===== src/rtl/axis_pkg.sv =====
// axis_pkg: shared pointer-width helper and stored-word type for the stream FIFO
package axis_pkg;
  localparam int AXIS_DW = 32;
  typedef struct packed {
    logic               tlast;
    logic [AXIS_DW-1:0] tdata;
  } axis_word_t;
  function automatic int axis_ptr_w(input int depth);
    return $clog2(depth) + 1;
  endfunction
endpackage


===== src/rtl/axis_fifo_ram.sv =====
// axis_fifo_ram: DEPTH-entry array with synchronous write and asynchronous read
module axis_fifo_ram #(
  parameter int W     = 33,
  parameter int DEPTH = 16,
  parameter int AW    = $clog2(DEPTH)
) (
  input  logic          clk,
  input  logic          i_we,
  input  logic [AW-1:0] i_waddr,
  input  logic [W-1:0]  i_wdata,
  input  logic [AW-1:0] i_raddr,
  output logic [W-1:0]  o_rdata
);
  logic [W-1:0] r_mem [DEPTH];
  // store each accepted word; contents need no reset since pointers gate visibility
  always_ff @(posedge clk)
    if (i_we) r_mem[i_waddr] <= i_wdata;
  assign o_rdata = r_mem[i_raddr];
endmodule


===== src/rtl/axis_pkt_fifo.sv =====
// axis_pkt_fifo: AXI4-Stream FIFO with occupancy/packet counters and optional store-and-forward
module axis_pkt_fifo
  import axis_pkg::*;
#(
  parameter int DATA_WIDTH = 32,
  parameter int DEPTH      = 16,
  parameter int PKT_MODE   = 0
) (
  input  logic                             clk,
  input  logic                             reset,
  input  logic [DATA_WIDTH-1:0]            s_axis_tdata,
  input  logic                             s_axis_tvalid,
  output logic                             s_axis_tready,
  input  logic                             s_axis_tlast,
  output logic [DATA_WIDTH-1:0]            m_axis_tdata,
  output logic                             m_axis_tvalid,
  input  logic                             m_axis_tready,
  output logic                             m_axis_tlast,
  output logic [axis_ptr_w(DEPTH)-1:0]     level,
  output logic [axis_ptr_w(DEPTH)-1:0]     pkt_count,
  output logic                             oversize
);
  localparam int PW = axis_ptr_w(DEPTH);
  localparam int AW = PW - 1;
  logic [PW-1:0]       r_wr_ptr, r_rd_ptr, r_level, r_pkt_count;
  logic                r_oversize;
  logic                w_empty, w_full, w_wr_en, w_rd_en, w_ovf_now;
  logic [DATA_WIDTH:0] w_rdata;
  assign w_empty       = r_wr_ptr == r_rd_ptr;
  assign w_full        = (r_wr_ptr[AW-1:0] == r_rd_ptr[AW-1:0]) && (r_wr_ptr[AW] != r_rd_ptr[AW]);
  // ready depends only on registered state, so a read never frees a slot in the same cycle
  assign s_axis_tready = !w_full && !reset;
  // store-and-forward holds output until a whole packet is in, or a full FIFO forces release
  assign m_axis_tvalid = !w_empty && (PKT_MODE == 0 || r_pkt_count != '0 || w_full);
  assign w_wr_en       = s_axis_tvalid && s_axis_tready;
  assign w_rd_en       = m_axis_tvalid && m_axis_tready;
  assign w_ovf_now     = PKT_MODE != 0 && w_full && r_pkt_count == '0;
  assign {m_axis_tlast, m_axis_tdata} = w_rdata;
  assign level         = r_level;
  assign pkt_count     = r_pkt_count;
  assign oversize      = r_oversize || w_ovf_now;
  axis_fifo_ram #(.W(DATA_WIDTH + 1), .DEPTH(DEPTH), .AW(AW)) u_ram (
    .clk     (clk),
    .i_we    (w_wr_en),
    .i_waddr (r_wr_ptr[AW-1:0]),
    .i_wdata ({s_axis_tlast, s_axis_tdata}),
    .i_raddr (r_rd_ptr[AW-1:0]),
    .o_rdata (w_rdata)
  );
  // advance pointers and counters; simultaneous inc/dec cancel out
  always_ff @(posedge clk) begin
    if (reset) begin
      r_wr_ptr    <= '0;
      r_rd_ptr    <= '0;
      r_level     <= '0;
      r_pkt_count <= '0;
      r_oversize  <= 1'b0;
    end else begin
      r_wr_ptr    <= r_wr_ptr + PW'(w_wr_en);
      r_rd_ptr    <= r_rd_ptr + PW'(w_rd_en);
      r_level     <= r_level + PW'(w_wr_en) - PW'(w_rd_en);
      r_pkt_count <= r_pkt_count + PW'(w_wr_en && s_axis_tlast) - PW'(w_rd_en && m_axis_tlast);
      r_oversize  <= r_oversize || w_ovf_now;
    end
  end
endmodule


===== config.mk =====
export PLATFORM = sky130hd
export DESIGN_NAME = axis_pkt_fifo
export DESIGN_NICKNAME = d
export VERILOG_FILES = /design/src/rtl/axis_pkg.sv /design/src/rtl/axis_fifo_ram.sv /design/src/rtl/axis_pkt_fifo.sv
export SDC_FILE = /design/constraint.sdc
export NUM_CORES = 1
export LEC_CHECK = 0
export CAP_MARGIN = 20
export CORE_MARGIN = 5
export CORE_UTILIZATION = 65
export DETAILED_ROUTE_END_ITERATION = 6
export PLACE_DENSITY = 0.87
export SLEW_MARGIN = 20
export SYNTH_ARGS = -nofsm -noshare
export SYNTH_HDL_FRONTEND = slang
export SYNTH_HIERARCHICAL = 1
export SYNTH_SLANG_ARGS = --single-unit

===== constraint.sdc =====
create_clock -name clk -period 10.3 [get_ports clk]
set_clock_uncertainty 0.15 [all_clocks]
set_input_delay 3.09 -clock clk [delete_from_list [all_inputs] [get_ports clk]]
set_output_delay 3.09 -clock clk [all_outputs]
set_load 0.01 [all_outputs]

==> results.sh, run 1 <==
export IMPL_startpoint_type="primary input"
export IMPL_pwr_share_seq=0.520
export IMPL_most_common_layout_cells="edfxtp_1, mux4_2, clkdlybuf4s50_1"
export IMPL_rsz0062_at_grt="no"
export IMPL_ys_flop_type="edfxtp_1"
export IMPL_rows=66
export IMPL_internal_power_mw=3.76
export IMPL_die_area_um2=36100
export IMPL_cts_buffer_depth=3
export IMPL_drv_slew=0
export IMPL_top_level_ports=83
export IMPL_n_antenna_cell=0
export IMPL_tightest_slew_ns=1.05
export IMPL_grt_overflow_total=0
export IMPL_drt_wirelength_per_cell_um=30.0
export IMPL_start_util=0.652
export IMPL_p_comb_frac=0.102
export IMPL_critPathKind="in -> out"
export IMPL_crit_start="reset"
export IMPL_yosys_area_top_type="edfxtp_1"
export IMPL_min_from="r_rd_ptr[4]"
export IMPL_drive_gt1_frac=0.222
export IMPL_arrival_ns=4.74
export IMPL_p_clk_frac=0.377
export IMPL_met3_length_um=4050
export IMPL_tns_ns=0
export IMPL_power_density_nw_per_um2=200
export IMPL_max_cap_violations=0
export IMPL_dieWidth_um=190
export IMPL_fmax_mhz=125
export IMPL_ctsResizeCount=0
export IMPL_drt_total_wl_um=46200
export IMPL_gp_congestion=0.747
export IMPL_grt_pass1_wl_um=68600
export IMPL_setup_slack_ns=2.32
export IMPL_route_detailed_drc=0
export IMPL_syn_cell_area_um2=21100
export IMPL_fin_crit_ns=7.98
export IMPL_reg2reg_from="r_rd_ptr[0]"
export IMPL_switchingPower_mw=1.06
export IMPL_routed_top_layer="met5"
export IMPL_post_route_period_util=0.775
export IMPL_clk_pin_slew_worst_paths_ns=0.06
export IMPL_cp_max_fo=22
export IMPL_htreeDepth=2
export IMPL_required_ns=7.06
export IMPL_hold_buffers=0
export IMPL_drtIter0Drc=1074
export IMPL_seq_area_um2=16300
export IMPL_clkLatencyLatePin_ns=0.56
export IMPL_grt_usage=0.261
export IMPL_clock_root_buffer="clkbuf_16"
export IMPL_p_leak_nw=7.56
export IMPL_antenna_found_initial=2
export IMPL_cts_setup_buffers=0
export IMPL_max_slew_margin=0.300
export IMPL_layout_cells_non_filler=1541
export IMPL_post_dp_cell_area_um2=22400
export IMPL_wl_met1_um=16800
export IMPL_ys_ff_latch=548
export IMPL_numClockSinks=548
export IMPL_port_buffers=81
export IMPL_crit_path_max_incr_delay_ns=0.78
export IMPL_ir_drop_uv=155
export IMPL_drtPass1Iterations=5
export IMPL_run_status="finished, final reports clean"
export IMPL_grt_pass1_vias=10700
export IMPL_final_antenna_net_count=0
export IMPL_syn_avg_cell_area_um2=22.2
export IMPL_synth_top_cell_area_share=0.753
export IMPL_syn2layout_area_growth_pct=14.4
export IMPL_yosysSeqAreaShare=0.772
export IMPL_cpMostUsedCell="clkdlybuf4s50_1"
export IMPL_fillers=1661
export IMPL_multi_input_comb_area_um2=4550
export IMPL_numPlacedInstances=1446
export IMPL_hold_class="reg -> reg"
export IMPL_stdcell_area_um2=24100
export IMPL_place_ws_ns=2.31
export IMPL_dieHeight_um=190
export IMPL_dp_hpwl_um=23700
export IMPL_slowest_stage="clkdlybuf4s50_1"
export IMPL_synth_distinct_cells=35
export IMPL_num_nets_final=1111
export IMPL_routed_via_count=10300
export IMPL_hold_viol_final=0
export IMPL_core_area_um2=32300
export IMPL_whs_ns=0.403
export IMPL_synth_nets=1000
export IMPL_syn_inst=947
export IMPL_finalSetupViolCount=0
export IMPL_async_reset_ff_frac=0
export IMPL_synth_edf_count=528
export IMPL_grt_max_degree=59
export IMPL_via_per_inst=6.71
export IMPL_numCtsBuffers=50
export IMPL_cp_cell_sequence="clkdlybuf4s50_1 -> a21oi_1 -> clkdlybuf4s50_1"
export IMPL_layout_commonest_cell="edfxtp_1"
export IMPL_met2WireLength_um=24000
export IMPL_synth_warnings=6
export IMPL_tritoncts="yes"
export IMPL_yosys_top_cells_area="edfxtp_1, mux4_2, mux4_1, a22oi_1, dfxtp_1"
export IMPL_critPathCaptureType="output port"
export IMPL_netSwitchingFraction=0.219
## routing by layer
layer  vias up  track usage
li1       4197            -
met5         -            0
met4         4       0.0807
met1      5381        0.356
met2       658        0.441
met3        99       0.0451
## logic make-up after synthesis
kind of cell,synth area share
XOR/XNOR,0.00624
AO/OA/AOI/OAI,0.0263
multiplexers,0.145
other,0.000178
adder cells (fa/ha/maj),0.0102
flip-flops,0.772
AND/OR/NAND/NOR,0.0220
buffers and inverters,0.0185
## registers in the layout, summed over array words and instances (netlist names)
name         cells
r_rd_ptr         5
pkt_count        5
u_ram/r_mem    528
level            5
r_wr_ptr         5
## Yosys cell counts (5+ instances only)
cell / count
ha_1: 14
buf_2: 12
mux4_2: 113
clkbuf_1: 22
buf_12: 6
inv_1: 15
edfxtp_1: 528
xor2_1: 13
nand3_1: 7
a22oi_1: 66
a21oi_1: 5
mux4_1: 19
nor3_1: 6
nor2b_1: 12
dfxtp_1: 20
nand2_1: 35
nor2_1: 23
## area by class of cell
cell class,count,share of cell area
clock buffers,61,0.0536
multi-input cells,336,0.189
repair buffers,107,0.0442
flip-flops and latches,548,0.675
clock inverters,32,0.0131
well taps,442,0.0230
inverters,15,0.00234
## worst max-delay path: cells and delay by family
kind	cells	cell delay [ns]
AOI/OAI and AO/OA	1	0.29
buffers and inverters	2	1.35
## power by group through the flow
stage               Sequential [mW]  Combinational [mW]  Clock [mW]
floorplan                      2.54               0.356           0
global placement               2.55               0.474           0
detailed placement             2.56               0.490           0
CTS                            2.51               0.498        1.84
global route                   2.51               0.532        1.93
finish                         2.51               0.492        1.82
## path summary, 6_finish.rpt
kind	endpoint	slack (ns)	depth (start not counted)
worst min register to register	r_rd_ptr[4]	0.40	2
worst max register to register	pkt_count[4]	5.44	14
worst min-delay path	r_rd_ptr[4]	0.40	2
worst max-delay path	s_axis_tready	2.32	3
## metrics by stage
step,power (mW),util
after floorplan,2.89,-
after global placement,3.03,0.694
after detailed placement,3.05,0.695
after CTS,4.85,0.744
after global routing,4.98,0.746
final,4.82,0.746
Note: power is estimated with default switching activity, not from simulation.
==> run 2: changes to the inputs <==
--- a/config.mk
+++ b/config.mk
@@ -7,9 +7,9 @@
 export LEC_CHECK = 0
 export CAP_MARGIN = 20
 export CORE_MARGIN = 5
-export CORE_UTILIZATION = 65
+export CORE_UTILIZATION = 60
 export DETAILED_ROUTE_END_ITERATION = 6
-export PLACE_DENSITY = 0.87
+export PLACE_DENSITY = 0.82
 export SLEW_MARGIN = 20
 export SYNTH_ARGS = -nofsm -noshare
 export SYNTH_HDL_FRONTEND = slang
==> constraint.sdc (replaced) <==
create_clock -name clk -period 7.35 [get_ports clk]
set_clock_uncertainty 0.15 [all_clocks]
set_input_delay 2.205 -clock clk [delete_from_list [all_inputs] [get_ports clk]]
set_output_delay 2.205 -clock clk [all_outputs]
set_load 0.01 [all_outputs]
==> run 2 against run 1 <==
Against the previous run: worst hold slack worse by 0.010 ns; first-iteration DRC count is 1.9% higher; total power is 39% higher; routed wire length is 2.4% lower; register-to-register slack worse by 2.3 ns; final cell count is 1.4% higher; cell area is 0.39% higher; sequential cell count stayed put; count of clock-buffer cells in the layout is 11 higher; sequential power is 40% higher; die area is 7.9% higher; via count is 1.6% lower; critical path type unchanged; critical endpoint unchanged; highest routed layer is now met4.
==> results.sh, run 2 (synthesis gave the netlist of run 1 again) <==
export IMPL_run_status="finished, final reports clean"
export IMPL_most_common_layout_cells="edfxtp_1, mux4_2, clkdlybuf4s50_1"
export IMPL_die_area_um2=38900
export IMPL_slowest_stage="clkdlybuf4s50_1"
export IMPL_drive_gt1_frac=0.213
export IMPL_stdcell_area_um2=24200
export IMPL_hold_buffers=0
export IMPL_power_density_nw_per_um2=278
export IMPL_core_area_um2=34600
export IMPL_ctsResizeCount=0
export IMPL_met2_usage=0.400
export IMPL_grt_overflow_total=0
export IMPL_max_slew_margin=0.235
export IMPL_tritoncts="yes"
export IMPL_rsz0062_at_grt="no"
export IMPL_grt_use_met1=0.322
export IMPL_cpMostUsedCell="clkdlybuf4s50_1"
export IMPL_max_cap_violations=0
export IMPL_crit_path_max_incr_delay_ns=0.56
export IMPL_syn2layout_area_growth_pct=14.9
export IMPL_clkLatencyLatePin_ns=0.57
export IMPL_dieWidth_um=197
export IMPL_tns_ns=0
export IMPL_drt_total_wl_um=45100
export IMPL_htreeDepth=2
export IMPL_finalSetupViolCount=0
export IMPL_num_nets_final=1116
export IMPL_fin_crit_ns=5.90
export IMPL_hold_viol_final=0
export IMPL_dieHeight_um=197
export IMPL_tightest_slew_ns=1.15
export IMPL_final_util=0.699
export IMPL_drt_wirelength_per_cell_um=28.9
export IMPL_largest_register="u_ram/r_mem"
export IMPL_crit_start="reset"
export IMPL_layout_commonest_cell="edfxtp_1"
export IMPL_rows=68
export IMPL_grt_max_degree=74
export IMPL_cts_buffer_depth=3
export IMPL_min_from="r_rd_ptr[4]"
export IMPL_p_leak_nw=7.57
export IMPL_cp_cell_sequence="clkdlybuf4s50_1 -> buf_4 -> a21oi_1 -> clkdlybuf4s50_1"
export IMPL_fmax_mhz=170
export IMPL_whs_ns=0.393
export IMPL_required_ns=4.99
export IMPL_gp_congestion=0.716
export IMPL_drtPass1Iterations=7
export IMPL_met3_usage=0.0389
export IMPL_top_usage_layer="met2"
export IMPL_largest_reg_flops=528
export IMPL_numCtsBuffers=52
export IMPL_antenna_found_initial=2
export IMPL_drtIter0Drc=1094
export IMPL_final_antenna_net_count=0
export IMPL_path_buf_inv=3
export IMPL_routed_via_count=10200
export IMPL_setup_slack_ns=1.45
export IMPL_critPathKind="in -> out"
export IMPL_ir_drop_uv=205
export IMPL_top_level_ports=83
export IMPL_critPathCaptureType="output port"
export IMPL_numClockSinks=548
export IMPL_clk_pin_slew_worst_paths_ns=0.06
export IMPL_start_util=0.608
export IMPL_port_buffers=81
export IMPL_grt_pass1_vias=10600
export IMPL_startpoint_type="primary input"
export IMPL_cp_max_fo=22
export IMPL_via_per_inst=6.51
export IMPL_grt_usage=0.235
export IMPL_post_route_period_util=0.802
export IMPL_drv_slew=0
export IMPL_reg2reg_from="r_rd_ptr[1]"
export IMPL_layout_cells_non_filler=1562
export IMPL_numPlacedInstances=1464
export IMPL_grt_pass1_wl_um=67700
export IMPL_report_power_total_mw=6.72
export IMPL_place_ws_ns=1.47
export IMPL_hold_class="reg -> reg"
export IMPL_post_dp_cell_area_um2=22600
export IMPL_cts_setup_buffers=0
export IMPL_arrival_ns=3.54
export IMPL_route_detailed_drc=0
export IMPL_crit_family="buffers and inverters"
export IMPL_clock_root_buffer="clkbuf_16"
export IMPL_dp_hpwl_um=23800
## run 2: final timing paths
path,endpoint,slack [ns],cells after the start
worst max register to register,pkt_count[4],3.18,14
worst min-delay path,r_rd_ptr[4],0.39,2
worst max-delay path,s_axis_tready,1.45,4
worst min register to register,r_rd_ptr[4],0.39,2
## run 2: layout make-up
class / instances / area [µm²]
fillers: 1988 / 10400
diodes: 2 / 5.00
well taps: 455 / 569
multi-input cells: 336 / 4550
inverters: 15 / 56.3
repair buffers: 110 / 1150
clock buffers: 72 / 1400
clock inverters: 24 / 201
flip-flops and latches: 548 / 16300
## run 2: where the power goes
group	switching [mW]	internal (mW)
logic	0.315	0.382
clock network	1.10	1.40
registers	0.0561	3.46
## run 2: worst reg2reg max path, cell delays in order (launching register included)
cell,delay (ns)
dfxtp_4,1.06
buf_12,0.37
mux4_2,0.38
a22oi_1,0.22
nand2_1,0.14
and3_1,0.19
ha_1,0.26
inv_1,0.06
ha_1,0.16
inv_1,0.07
fa_1,0.40
nor2b_1,0.16
o21ai_0,0.16
nand3_1,0.13
nor3b_1,0.19
## run 2: layer usage
metal / routed length, µm / vias to the layer above
met5: 0 / -
met4: 1220 / 0
met3: 3470 / 91
met2: 23500 / 519
met1: 16900 / 5360
li1: - / 4201
==> run 3: changes to the inputs <==
--- a/config.mk
+++ b/config.mk
@@ -7,9 +7,9 @@
 export LEC_CHECK = 0
 export CAP_MARGIN = 20
 export CORE_MARGIN = 5
-export CORE_UTILIZATION = 60
+export CORE_UTILIZATION = 54
 export DETAILED_ROUTE_END_ITERATION = 6
-export PLACE_DENSITY = 0.82
+export PLACE_DENSITY = 0.78
 export SLEW_MARGIN = 20
 export SYNTH_ARGS = -nofsm -noshare
 export SYNTH_HDL_FRONTEND = slang
==> constraint.sdc (replaced) <==
create_clock -name clk -period 4.75 [get_ports clk]
set_clock_uncertainty 0.15 [all_clocks]
set_input_delay 1.425 -clock clk [delete_from_list [all_inputs] [get_ports clk]]
set_output_delay 1.425 -clock clk [all_outputs]
set_load 0.01 [all_outputs]
==> run 3 against run 2 <==
Against the previous run: routed wire length shrank 1.8%; critical endpoint is now m_axis_tdata[2]; clock power up 59%; final cell count up 4.6%; sequential power rose by 53%; cell area increased by 1.3%; via count down 1.6%; sequential share of layout area fell by 0.85 points.
==> results.sh, run 3 (synthesis gave the netlist of run 1 again) <==
export IMPL_run_status="finished, final reports clean"
export IMPL_routed_via_count=10000
export IMPL_hold_class="reg -> reg"
export IMPL_ctsResizeCount=0
export IMPL_fin_crit_ns=4.56
export IMPL_whs_ns=0.393
export IMPL_drt_total_wl_um=44300
export IMPL_finalSetupViolCount=0
export IMPL_rows=72
export IMPL_core_area_um2=38600
export IMPL_reg2reg_from="r_rd_ptr[3]"
export IMPL_startpoint_type="register"
export IMPL_grt_use_met1=0.279
export IMPL_die_area_um2=43000
export IMPL_min_from="r_wr_ptr[4]"
export IMPL_top_level_ports=83
export IMPL_rrSetupSlack_ns=1.12
export IMPL_max_cap_violations=0
export IMPL_timing_rr_end="pkt_count[4]"
export IMPL_rsz0062_at_grt="no"
export IMPL_stdcell_area_um2=24500
export IMPL_tritoncts="yes"
export IMPL_slowest_stage="nor2b_4"
export IMPL_grt_pass1_vias=10500
export IMPL_gp_congestion=0.738
export IMPL_max_slew_margin=0.520
export IMPL_crit_start="r_rd_ptr[3]"
export IMPL_clkLatencyLatePin_ns=0.57
export IMPL_hold_end="r_wr_ptr[4]"
export IMPL_final_util=0.634
export IMPL_top_usage_layer="met2"
export IMPL_layout_cells_non_filler=1634
export IMPL_final_antenna_net_count=0
export IMPL_drtPass1Iterations=7
export IMPL_dieHeight_um=207
export IMPL_fmax_mhz=219
export IMPL_syn2layout_area_growth_pct=16.3
export IMPL_ir_drop_uv=262
export IMPL_post_dp_cell_area_um2=22900
export IMPL_met3_usage=0.0397
export IMPL_via_per_inst=6.12
export IMPL_most_common_layout_cells="edfxtp_1, mux4_2, clkdlybuf4s50_1"
export IMPL_grt_overflow_total=0
export IMPL_htreeDepth=2
export IMPL_start_util=0.545
export IMPL_layout_commonest_cell="edfxtp_1"
export IMPL_crit_path_max_incr_delay_ns=0.70
export IMPL_fillers=2456
export IMPL_report_power_total_mw=10.5
export IMPL_largest_register="u_ram/r_mem"
export IMPL_post_route_period_util=0.961
export IMPL_clk_pin_slew_worst_paths_ns=0.06
export IMPL_power_density_nw_per_um2=428
export IMPL_required_ns=3.17
export IMPL_arrival_ns=2.99
export IMPL_critPathCaptureType="output port"
export IMPL_antenna_found_initial=1
export IMPL_drv_slew=0
export IMPL_drt_wirelength_per_cell_um=27.1
export IMPL_place_ws_ns=0.355
export IMPL_numCtsBuffers=51
export IMPL_worstHoldPathCells=2
export IMPL_grt_pass1_wl_um=67200
export IMPL_cp_cell_sequence="nor2b_4 -> buf_4 -> a22oi_1 -> nand2_1 -> clkdlybuf4s50_1"
export IMPL_clock_root_buffer="clkbuf_16"
export IMPL_numClockSinks=548
export IMPL_met2_usage=0.348
export IMPL_grt_max_degree=52
export IMPL_grt_usage=0.206
export IMPL_drtIter0Drc=1044
export IMPL_cts_buffer_depth=3
export IMPL_numPlacedInstances=1538
export IMPL_critPathKind="reg -> out"
export IMPL_cts_setup_buffers=0
export IMPL_ff2ff_path_depth=14
export IMPL_p_leak_nw=7.66
export IMPL_tns_ns=0
export IMPL_num_nets_final=1126
export IMPL_hold_buffers=0
export IMPL_tightest_slew_ns=0.718
export IMPL_dieWidth_um=207
export IMPL_hold_viol_final=0
export IMPL_cp_max_fo=14
export IMPL_setup_slack_ns=0.185
export IMPL_dp_hpwl_um=23800
export IMPL_route_detailed_drc=0
export IMPL_largest_reg_flops=528
export IMPL_drive_gt1_frac=0.227
export IMPL_port_buffers=81
## run 3: cell types whose count changed in the layout (fill, tap and decap cells not counted), sizes merged
| cell | change |
|---|---|
| bufinv | +3 |
| diode | -1 |
| clkbuf | -8 |
| clkinv | +3 |
| clkinvlp | +1 |
| buf | +11 |
## run 3: per-layer routing
metal  up-vias  routed length, µm
met5         -                  0
met4         0               1160
met3        75               3000
met2       412              23000
met1      5290              17200
li1       4231                  -
## run 3: how the worst max path moves through the flow
stage                              to  slack, ns
global placement         pkt_count[4]       0.43
finish                m_axis_tdata[2]       0.19
detailed placement       pkt_count[4]       0.35
CTS                  m_axis_tdata[28]       0.16
global route         m_axis_tdata[28]       0.09
floorplan           u_ram/r_mem[1][0]       0.48
## run 3: final cells by class
| cell class | count | area [µm²] | share of cell area |
|---|---|---|---|
| tap | 518 | 648 | 0.0265 |
| timing repair buffer | 121 | 1320 | 0.0540 |
| clock buffer | 64 | 1350 | 0.0550 |
| multi-input combinational | 336 | 4570 | 0.187 |
| antenna | 1 | 2.50 | 0.000102 |
| clock inverter | 31 | 287 | 0.0117 |
| sequential | 548 | 16300 | 0.664 |
| inverter | 15 | 56.3 | 0.00230 |
## run 3: critical path, delay by kind of cell (launching register included)
kind	cells	cell delay [ns]
simple gates	2	0.88
buf+inv	2	0.86
flops	1	0.58
compound gates	1	0.10
## run 3: power by group
part	internal (mW)	switching, mW
Combinational	0.600	0.516
Clock	2.28	1.69
Sequential	5.35	0.0498
